### config.mk
export PLATFORM = sky130hd
export DESIGN_NAME = loop_addr_gen
export DESIGN_NICKNAME = d
export VERILOG_FILES = /design/src/rtl/loop_pkg.sv /design/src/rtl/loop_idx_cnt.sv /design/src/rtl/loop_addr_gen.sv
export SDC_FILE = /design/constraint.sdc
export NUM_CORES = 1
export LEC_CHECK = 0
export BUFFER_PORTS_ARGS = -buffer_cell sky130_fd_sc_hd__buf_4
export CORE_ASPECT_RATIO = 1.5
export CORE_UTILIZATION = 27
export CTS_BUF_LIST = sky130_fd_sc_hd__clkbuf_16
export DETAILED_ROUTE_END_ITERATION = 10
export PLACE_DENSITY = 0.5
export SYNTH_ARGS = -nofsm -noshare
export SYNTH_HDL_FRONTEND = slang
export SYNTH_SLANG_ARGS = --single-unit
### constraint.sdc
create_clock -name clk -period 2.85 [get_ports clk]
set_input_delay 0.57 -clock clk [delete_from_list [all_inputs] [get_ports clk]]
set_output_delay 0.57 -clock clk [all_outputs]
set_load 0.03 [all_outputs]
### src/rtl/loop_pkg.sv
`default_nettype none
// ============================================================================
//  Module   : loop_pkg
//  Brief    : Shared types and default widths for the loop address generator.
//  Revision : 1.0  initial release
// ============================================================================
package loop_pkg;

    // Default width of loop indices and bounds
    localparam int LOOP_W_DEF  = 16;
    // Default width of addresses, base and strides
    localparam int LOOP_AW_DEF = 16;

    // Sequencer states
    typedef enum logic [1:0] {
        ST_IDLE = 2'd0,
        ST_RUN  = 2'd1,
        ST_DONE = 2'd2
    } state_t;

endpackage : loop_pkg
`default_nettype wire

### src/rtl/loop_idx_cnt.sv
`default_nettype none
// ============================================================================
//  Module   : loop_idx_cnt
//  Brief    : One loop index counter. Counts 0..i_fin inclusive and returns to
//             0 after i_fin; o_wrap marks an increment taken at i_fin, which
//             is the carry into the next-outer counter.
//  Revision : 1.0  initial release
// ============================================================================
module loop_idx_cnt
    import loop_pkg::*;
#(
    parameter int W = LOOP_W_DEF
) (
    input  logic         clk,
    input  logic         rst,       // asynchronous, active low
    input  logic         i_clr,     // load zero
    input  logic         i_inc,     // advance by one
    input  logic [W-1:0] i_fin,     // terminal value, inclusive
    output logic [W-1:0] o_idx,
    output logic         o_at_fin,
    output logic         o_wrap
);

    logic [W-1:0] r_idx;

    assign o_idx    = r_idx;
    assign o_at_fin = (r_idx == i_fin);
    assign o_wrap   = i_inc & o_at_fin;

    // Index register: clearing wins over incrementing; never counts past i_fin
    always_ff @(posedge clk or negedge rst) begin
        if (!rst) begin
            r_idx <= '0;
        end else if (i_clr) begin
            r_idx <= '0;
        end else if (i_inc) begin
            r_idx <= o_at_fin ? '0 : (r_idx + W'(1));
        end
    end

endmodule : loop_idx_cnt
`default_nettype wire

### src/rtl/loop_addr_gen.sv
`default_nettype none
// ============================================================================
//  Module   : loop_addr_gen
//  Brief    : Three-level nested-loop address sequencer. Walks idx0 (inner),
//             idx1, idx2 over inclusive ranges and emits one flat address per
//             beat over valid/ready, using incremental row/plane bases.
//  Options  : LOOP_ADDR_GEN_ABORT_EN adds an 'abort' input that returns the
//             sequencer to idle on the next edge without a done pulse.
//  Revision : 1.0  initial release
// ============================================================================
module loop_addr_gen
    import loop_pkg::*;
#(
    parameter int W  = LOOP_W_DEF,
    parameter int AW = LOOP_AW_DEF
) (
    input  logic          clk,
    input  logic          rst,        // asynchronous, active low
    input  logic          start,
    input  logic [W-1:0]  fin0,
    input  logic [W-1:0]  fin1,
    input  logic [W-1:0]  fin2,
    input  logic [AW-1:0] base,
    input  logic [AW-1:0] stride1,
    input  logic [AW-1:0] stride2,
`ifdef LOOP_ADDR_GEN_ABORT_EN
    input  logic          abort,
`endif
    output logic          busy,
    output logic          out_valid,
    input  logic          out_ready,
    output logic [AW-1:0] out_addr,
    output logic [W-1:0]  out_idx0,
    output logic [W-1:0]  out_idx1,
    output logic [W-1:0]  out_idx2,
    output logic          out_first,
    output logic          out_last,
    output logic          done
);

    state_t        r_state;
    logic          r_busy;
    logic          r_valid;
    logic          r_first;
    logic          r_done;

    logic [W-1:0]  r_fin0;
    logic [W-1:0]  r_fin1;
    logic [W-1:0]  r_fin2;
    logic [AW-1:0] r_stride1;
    logic [AW-1:0] r_stride2;
    logic [AW-1:0] r_addr;
    logic [AW-1:0] r_row_base;
    logic [AW-1:0] r_plane_base;

    logic          w_abort;
    logic          w_start_acc;
    logic          w_accept;
    logic          w_inc0;
    logic [W-1:0]  w_idx0;
    logic [W-1:0]  w_idx1;
    logic [W-1:0]  w_idx2;
    logic          w_at0;
    logic          w_at1;
    logic          w_at2;
    logic          w_wrap0;
    logic          w_wrap1;
    logic          w_wrap2;
    logic          w_step_col;
    logic          w_step_row;
    logic          w_step_plane;
    logic [AW-1:0] w_row_next;
    logic [AW-1:0] w_plane_next;

`ifdef LOOP_ADDR_GEN_ABORT_EN
    // Abort only acts while a walk is in flight; in idle it just masks start
    assign w_abort = abort;
`else
    assign w_abort = 1'b0;
`endif

    assign w_start_acc = (r_state == ST_IDLE) & start & ~w_abort;
    assign w_accept    = r_valid & out_ready;
    // Abort outranks a simultaneous accept, so the beat is not consumed
    assign w_inc0      = w_accept & ~w_abort;

    // The innermost counter moves on every accept; outer counters take the
    // carry. On the final beat all three wrap, and w_wrap2 marks completion.
    loop_idx_cnt #(.W(W)) u_cnt0 (
        .clk      (clk),
        .rst      (rst),
        .i_clr    (w_start_acc),
        .i_inc    (w_inc0),
        .i_fin    (r_fin0),
        .o_idx    (w_idx0),
        .o_at_fin (w_at0),
        .o_wrap   (w_wrap0)
    );

    loop_idx_cnt #(.W(W)) u_cnt1 (
        .clk      (clk),
        .rst      (rst),
        .i_clr    (w_start_acc),
        .i_inc    (w_wrap0),
        .i_fin    (r_fin1),
        .o_idx    (w_idx1),
        .o_at_fin (w_at1),
        .o_wrap   (w_wrap1)
    );

    loop_idx_cnt #(.W(W)) u_cnt2 (
        .clk      (clk),
        .rst      (rst),
        .i_clr    (w_start_acc),
        .i_inc    (w_wrap1),
        .i_fin    (r_fin2),
        .o_idx    (w_idx2),
        .o_at_fin (w_at2),
        .o_wrap   (w_wrap2)
    );

    // Exactly one of these fires per non-final accept
    assign w_step_col   = w_inc0 & ~w_at0;
    assign w_step_row   = w_wrap0 & ~w_at1;
    assign w_step_plane = w_wrap1 & ~w_at2;

    assign w_row_next   = r_row_base + r_stride1;
    assign w_plane_next = r_plane_base + r_stride2;

    // Control FSM with registered handshake/status outputs
    always_ff @(posedge clk or negedge rst) begin
        if (!rst) begin
            r_state <= ST_IDLE;
            r_busy  <= 1'b0;
            r_valid <= 1'b0;
            r_first <= 1'b0;
            r_done  <= 1'b0;
        end else if (w_abort && (r_state != ST_IDLE)) begin
            r_state <= ST_IDLE;
            r_busy  <= 1'b0;
            r_valid <= 1'b0;
            r_first <= 1'b0;
            r_done  <= 1'b0;
        end else begin
            case (r_state)
                ST_IDLE: begin
                    r_done <= 1'b0;
                    if (w_start_acc) begin
                        r_state <= ST_RUN;
                        r_busy  <= 1'b1;
                        r_valid <= 1'b1;
                        r_first <= 1'b1;
                    end
                end
                ST_RUN: begin
                    if (w_accept) begin
                        r_first <= 1'b0;
                    end
                    if (w_wrap2) begin
                        r_state <= ST_DONE;
                        r_busy  <= 1'b0;
                        r_valid <= 1'b0;
                        r_done  <= 1'b1;
                    end
                end
                ST_DONE: begin
                    r_state <= ST_IDLE;
                    r_done  <= 1'b0;
                end
                default: begin
                    r_state <= ST_IDLE;
                    r_busy  <= 1'b0;
                    r_valid <= 1'b0;
                    r_first <= 1'b0;
                    r_done  <= 1'b0;
                end
            endcase
        end
    end

    // Config shadow and address/base registers; sums wrap modulo 2^AW
    always_ff @(posedge clk or negedge rst) begin
        if (!rst) begin
            r_fin0       <= '0;
            r_fin1       <= '0;
            r_fin2       <= '0;
            r_stride1    <= '0;
            r_stride2    <= '0;
            r_addr       <= '0;
            r_row_base   <= '0;
            r_plane_base <= '0;
        end else if (w_start_acc) begin
            r_fin0       <= fin0;
            r_fin1       <= fin1;
            r_fin2       <= fin2;
            r_stride1    <= stride1;
            r_stride2    <= stride2;
            r_addr       <= base;
            r_row_base   <= base;
            r_plane_base <= base;
        end else if (w_step_col) begin
            r_addr       <= r_addr + AW'(1);
        end else if (w_step_row) begin
            r_row_base   <= w_row_next;
            r_addr       <= w_row_next;
        end else if (w_step_plane) begin
            r_plane_base <= w_plane_next;
            r_row_base   <= w_plane_next;
            r_addr       <= w_plane_next;
        end
    end

    assign busy      = r_busy;
    assign out_valid = r_valid;
    assign out_addr  = r_addr;
    assign out_idx0  = w_idx0;
    assign out_idx1  = w_idx1;
    assign out_idx2  = w_idx2;
    assign out_first = r_first;
    assign out_last  = w_at0 & w_at1 & w_at2 & r_valid;
    assign done      = r_done;

endmodule : loop_addr_gen
`default_nettype wire
**Yosys cells after proc, flatten, opt, wreduce, memory -nomap -nowiden**

Index checks and enable logic that the tools add are counted.
Widths: inputs -> output; s select.

- Input bits: 100
- Logic and storage cells: 86
- Output and inout bits: 69
- Flip-flop bits (word level): 181

- Add/sub/neg operators: 6
- Equal/unequal tests: 10
- Muxes and demuxes: 28
- Reduce and logical (&&, ||, !) cells: 12
- Bitwise gates (word level): 15

Operators by type and width:

| kind | count |
|---|---|
| $mux 16 | 18 |
| $add 16x1->16 const B | 4 |
| $eq 16x16->1 | 3 |
| $add 16x16->16 | 2 |
| $and 1x1->1 | 11 |
| $ne 2x1->1 const B | 5 |
| $reduce_and 3->1 | 3 |
| $reduce_bool 2->1 | 4 |
| $pmux 1 s3 | 2 |
| $mux 1 | 5 |
| $mux 2 | 2 |
| $not 1->1 | 4 |
| $pmux 2 s2 | 1 |
| $reduce_and 2->1 | 2 |
| $reduce_bool 4->1 | 1 |
| $reduce_bool 3->1 | 1 |
| $eq 2x1->1 const B | 1 |
| $eq 2x2->1 const B | 1 |
| $logic_not 2->1 | 1 |

**Depth between registers and ports, before layout**

- Depth in word-level cells: 8
- Depth in mapped cells: 11
- Depth with buffers taken out: 10

**Cells and area by module**

Synthesis repeated with hierarchy kept, for this count alone.

- Cell total of the unflattened synthesis: 1197
- Area, all modules: 10493.8 µm²

Modules (own cells, without submodules):

| module | area an instance (µm²) | cells each | seq. area each (µm²) | times used |
|---|---|---|---|---|
| loop_addr_gen | 7220.7 | 864 | 3328.2 | 1 |
| loop_idx_cnt | 1091.0 | 111 | 400.4 | 3 |

**Least setup slack after synthesis**

OpenSTA, ideal clock, no wires.

- Kind: reg2reg
- Start: register r_stride1[0]
- End: register r_addr[10] (netlist: out_addr[10])
- Data required time: 2713 ps
- Path buffers: 0
- Path slack: 321 ps
- Period minus slack after synthesis: 2529 ps
- Data arrival time: 2392 ps
- Stages on the path, launching flop included: 11
- Library setup time: 137 ps
- Path through: dfrtp_1 -> ha_1 -> fa_1 -> a211oi_1 -> o21ai_0 -> a31oi_1 -> o21ai_0 -> xor2_1 -> o22ai_1 -> a2bb2oi_1 -> o211ai_1

- Word-level cells in the longest chain between the ends: 4

RTL lines:

| what | RTL line | source |
|---|---|---|
| from (decl) | loop_addr_gen.sv:50 | `logic [AW-1:0] r_stride1;` |
| from (signal assigned) | loop_addr_gen.sv:196 | `r_stride1 <= stride1;` |
| $add 16x16->16 | loop_addr_gen.sv:127 | `assign w_row_next = r_row_base + r_stride1;` |
| $mux 16 | loop_addr_gen.sv:203 | `end else if (w_step_row) begin` |
| $mux 16 | loop_addr_gen.sv:201 | `end else if (w_step_col) begin` |
| $mux 16 | loop_addr_gen.sv:192 | `end else if (w_start_acc) begin` |
| to (signal assigned) | loop_addr_gen.sv:198 | `r_addr <= base;` |
| to (signal assigned) | loop_addr_gen.sv:202 | `r_addr <= r_addr + AW'(1);` |
| to (signal assigned) | loop_addr_gen.sv:205 | `r_addr <= w_row_next;` |
| to (decl) | loop_addr_gen.sv:52 | `logic [AW-1:0] r_addr;` |

Every way passes these cells.
A chain may end at the register's enable or synchronous reset.

**Worst setup path after layout**

- Start: register u_cnt0.r_idx[1] (netlist: u_cnt0.o_idx[1])
- End: output port out_last

- Word-level cells in the longest chain between the ends: 4

RTL lines:

| what | RTL line | source |
|---|---|---|
| from (decl) | loop_idx_cnt.sv:24 | `logic [W-1:0] r_idx;` |
| from (signal assigned) | loop_idx_cnt.sv:37 | `r_idx <= o_at_fin ? '0 : (r_idx + W'(1));` |
| $eq 16x16->1 | loop_idx_cnt.sv:27 | `assign o_at_fin = (r_idx == i_fin);` |
| $and 1x1->1 (3 in a row) | loop_addr_gen.sv:220 | `assign out_last = w_at0 & w_at1 & w_at2 & r_valid;` |
| to (decl) | loop_addr_gen.sv:37 | `output logic out_last,` |

Every way passes these cells.

==> metrics.txt <==
clock sinks 181; number of fill cells 3,944; vias in the first global route 9,085; R2R cell count 10; die outline height 240.4 um; Port Buffers 168; flops & latches, synth 181; Placer Congestion 0.8436; Setup Crit Path Kind reg2out; post-synthesis sequential area ratio 44.27%; Min-Delay Path Class in2async; htree depth 4; crit start category register; root buf cell clkbuf_16; total vias in the final route 9,289; top-area cell type share of the netlist area 44.27%; r2r endpoint out_addr[10]; pin count of the biggest net entering global routing 58; Die Span X 160.9 um; leakage 6.535 nW; number of cells produced by synthesis 1,191; vias per cell 4.853; Tcrit/Tclk final 97.33%; Post-Syn Area per Cell 8.590 um^2; Pre-antenna DRT Iters 5; Ports 169; CP required 2280 ps; Hold Vio Cnt, Final 0; syn nets 1,327; Distinct cells, synth 68; initial antenna violation count 1; area grow syn2layout 29.67%; Power Density 786.2 nW/um^2; yosys warns 0; dominant cell type by area after synthesis dfrtp_1; Fmax 360.5 MHz; final setup TNS 0 ps; clk buf depth 2; CP Capture Point out_last; hold_ws 80.58 ps; CTS clk-pin slew, worst paths 70 ps; fin util 35.43%; Crit Path Max Fanout 5; CP startpoint u_cnt0.o_idx[1]; reg2reg start r_stride1[0]; Crit. End Element output pin; slew at the pin closest to its max-slew limit 607.2 ps; VDD IR max 434.7 uV; DRC errors left 0; Final #Nets 1,549; clk_skew 9.649 ps; first-pass GRT wire length 51.17 mm; Slew HR 58.47%; core area 37,450 um^2; Starting Density 27.32%; Synth Flop Type dfrtp_1; RSZ-0062 raised after global routing yes; R2R setup slack 180 ps; commonest non-fill, non-tap cell in the layout nand2_1; CTS tree built; DIE AREA 38,690 um^2; post-route ant nets 0; Setup Viol. Count Final 0; 1st-iter DRT viols 548; WL/cell 17.27 um; Max Slew Vio Count 0; global route overflow 0; FFs w/ async S/R, synth 100.0%; WL final 33.05 mm; Period minus WS final 2774 ps; most frequent cells in the layout 327 x nand2_1, 252 x buf_4, 172 x dfrtp_1; number of buffers created by CTS 17; top post-synthesis cells by area dfrtp_1 44%, nand2_1 12%, o21ai_0 4.9%; post-route insts no fill 1,914; status finished clean; num rows 87; number of max-cap violations 0; worst skew pair latency 450 ps; Ant. Diodes 0; GRT Overall Usage 17.23%; DP Wirelength 25.17 mm; Critical Path AT 2200 ps; cell count after placement 1,869; layout cells sized above 1 22.95%; Post-synth EDFFs 0; Synth Cell Area 10,230 um^2
==> worst max-delay path, stage by stage, from the launching register on <==
cell	delay (ps)
dfrtp_1	450
xnor2_2	170
nand4_1	190
nor4_4	390
buf_4	200
and3_4	220
buf_6	130
==> report_power, final <==
group          leakage [nW]  switching, W  internal [W]  total (W)
combinational          4.00       0.00246       0.00199    0.00445
sequential             2.27      0.000559       0.00315    0.00371
clock                 0.266       0.00108       0.00119    0.00227
==> cell type report <==
class	instances	area (um^2)	share of cell area (%)
clock buffers	17	425.4	3.207
clock inverters	14	111.4	0.8394
inverters	10	37.54	0.2829
multi-input cells	945	5552	41.85
flip-flops and latches	181	4541	34.23
well taps	489	611.8	4.612
repair buffers	258	1988	14.99
==> synthesized netlist by cell type (all sizes together) (5+ instances only) <==
| cell type | instances |
|---|---|
| a21o | 14 |
| xnor2 | 45 |
| nor4 | 11 |
| o31ai | 5 |
| o22ai | 8 |
| buf | 15 |
| o21a | 5 |
| nand4 | 18 |
| inv | 10 |
| o21ai | 115 |
| a21oi | 59 |
| dfrtp | 181 |
| mux2i | 23 |
| o21bai | 9 |
| nand2b | 7 |
| clkbuf | 40 |
| nor3 | 12 |
| a31oi | 13 |
| and2 | 9 |
| nand2 | 328 |
| xor2 | 43 |
| ha | 34 |
| nand3 | 14 |
| and3 | 40 |
| nor2 | 71 |
| a211oi | 15 |
==> per-layer routing <==
metal | vias to the layer above | GRT usage, % | wire length [um] | share of wire (%)
li1 | 4574 | - | - | -
met1 | 4497 | 20.77 | 14170 | 43
met5 | - | 0 | 13 | 0.039
met3 | 28 | 2.984 | 1197 | 3.6
met2 | 188 | 30.75 | 17030 | 52
met4 | 2 | 5.718 | 640 | 1.9
==> through the flow <==
| step | power [W] | worst slack (ps) | area (um^2) |
|---|---|---|---|
| floorplan | 0.006540 | 320.7 | 10230 |
| global placement | 0.008010 | -107.5 | 12490 |
| detailed placement | 0.008036 | -188.5 | 12490 |
| CTS | 0.01039 | -85.70 | 13090 |
| global route | 0.01118 | -12.04 | 13270 |
| finish | 0.01043 | 76.21 | 13270 |
==> logic make-up (layout without fill, tap and decap cells) <==
kind of cell / Yosys count / after routing / synth area share (%)
adder cells (fa/ha/maj): 36 / 36 / 4.549
multiplexers: 26 / 26 / 2.580
buffers and inverters: 65 / 299 / 2.739
flip-flops: 181 / 181 / 44.27
XOR/XNOR: 88 / 88 / 7.533
AO/OA/AOI/OAI: 274 / 274 / 16.22
AND/OR/NAND/NOR: 521 / 521 / 22.11
==> how the worst min path moves through the flow <==
stage,startpoint,endpoint,slack (ps),depth (start not counted)
6_report,rst,r_fin2[13],80,1
5_1_grt,rst,r_fin2[15],100,1
4_1_cts,rst,r_fin1[0],90,1
3_5_place_dp,r_stride1[9],r_stride1[9],480,2
3_3_place_gp,r_row_base[0],r_row_base[0],460,1
2_1_floorplan,rst,done,270,0
==> timing repair <==
action                     in CTS  in global routing
pin swaps                       7                 16
setup buffers                   3                 11
hold buffers                    0                  0
resized for setup              12                 25
setup endpoints to repair       6                 16
(Power assumes the default switching activity.)
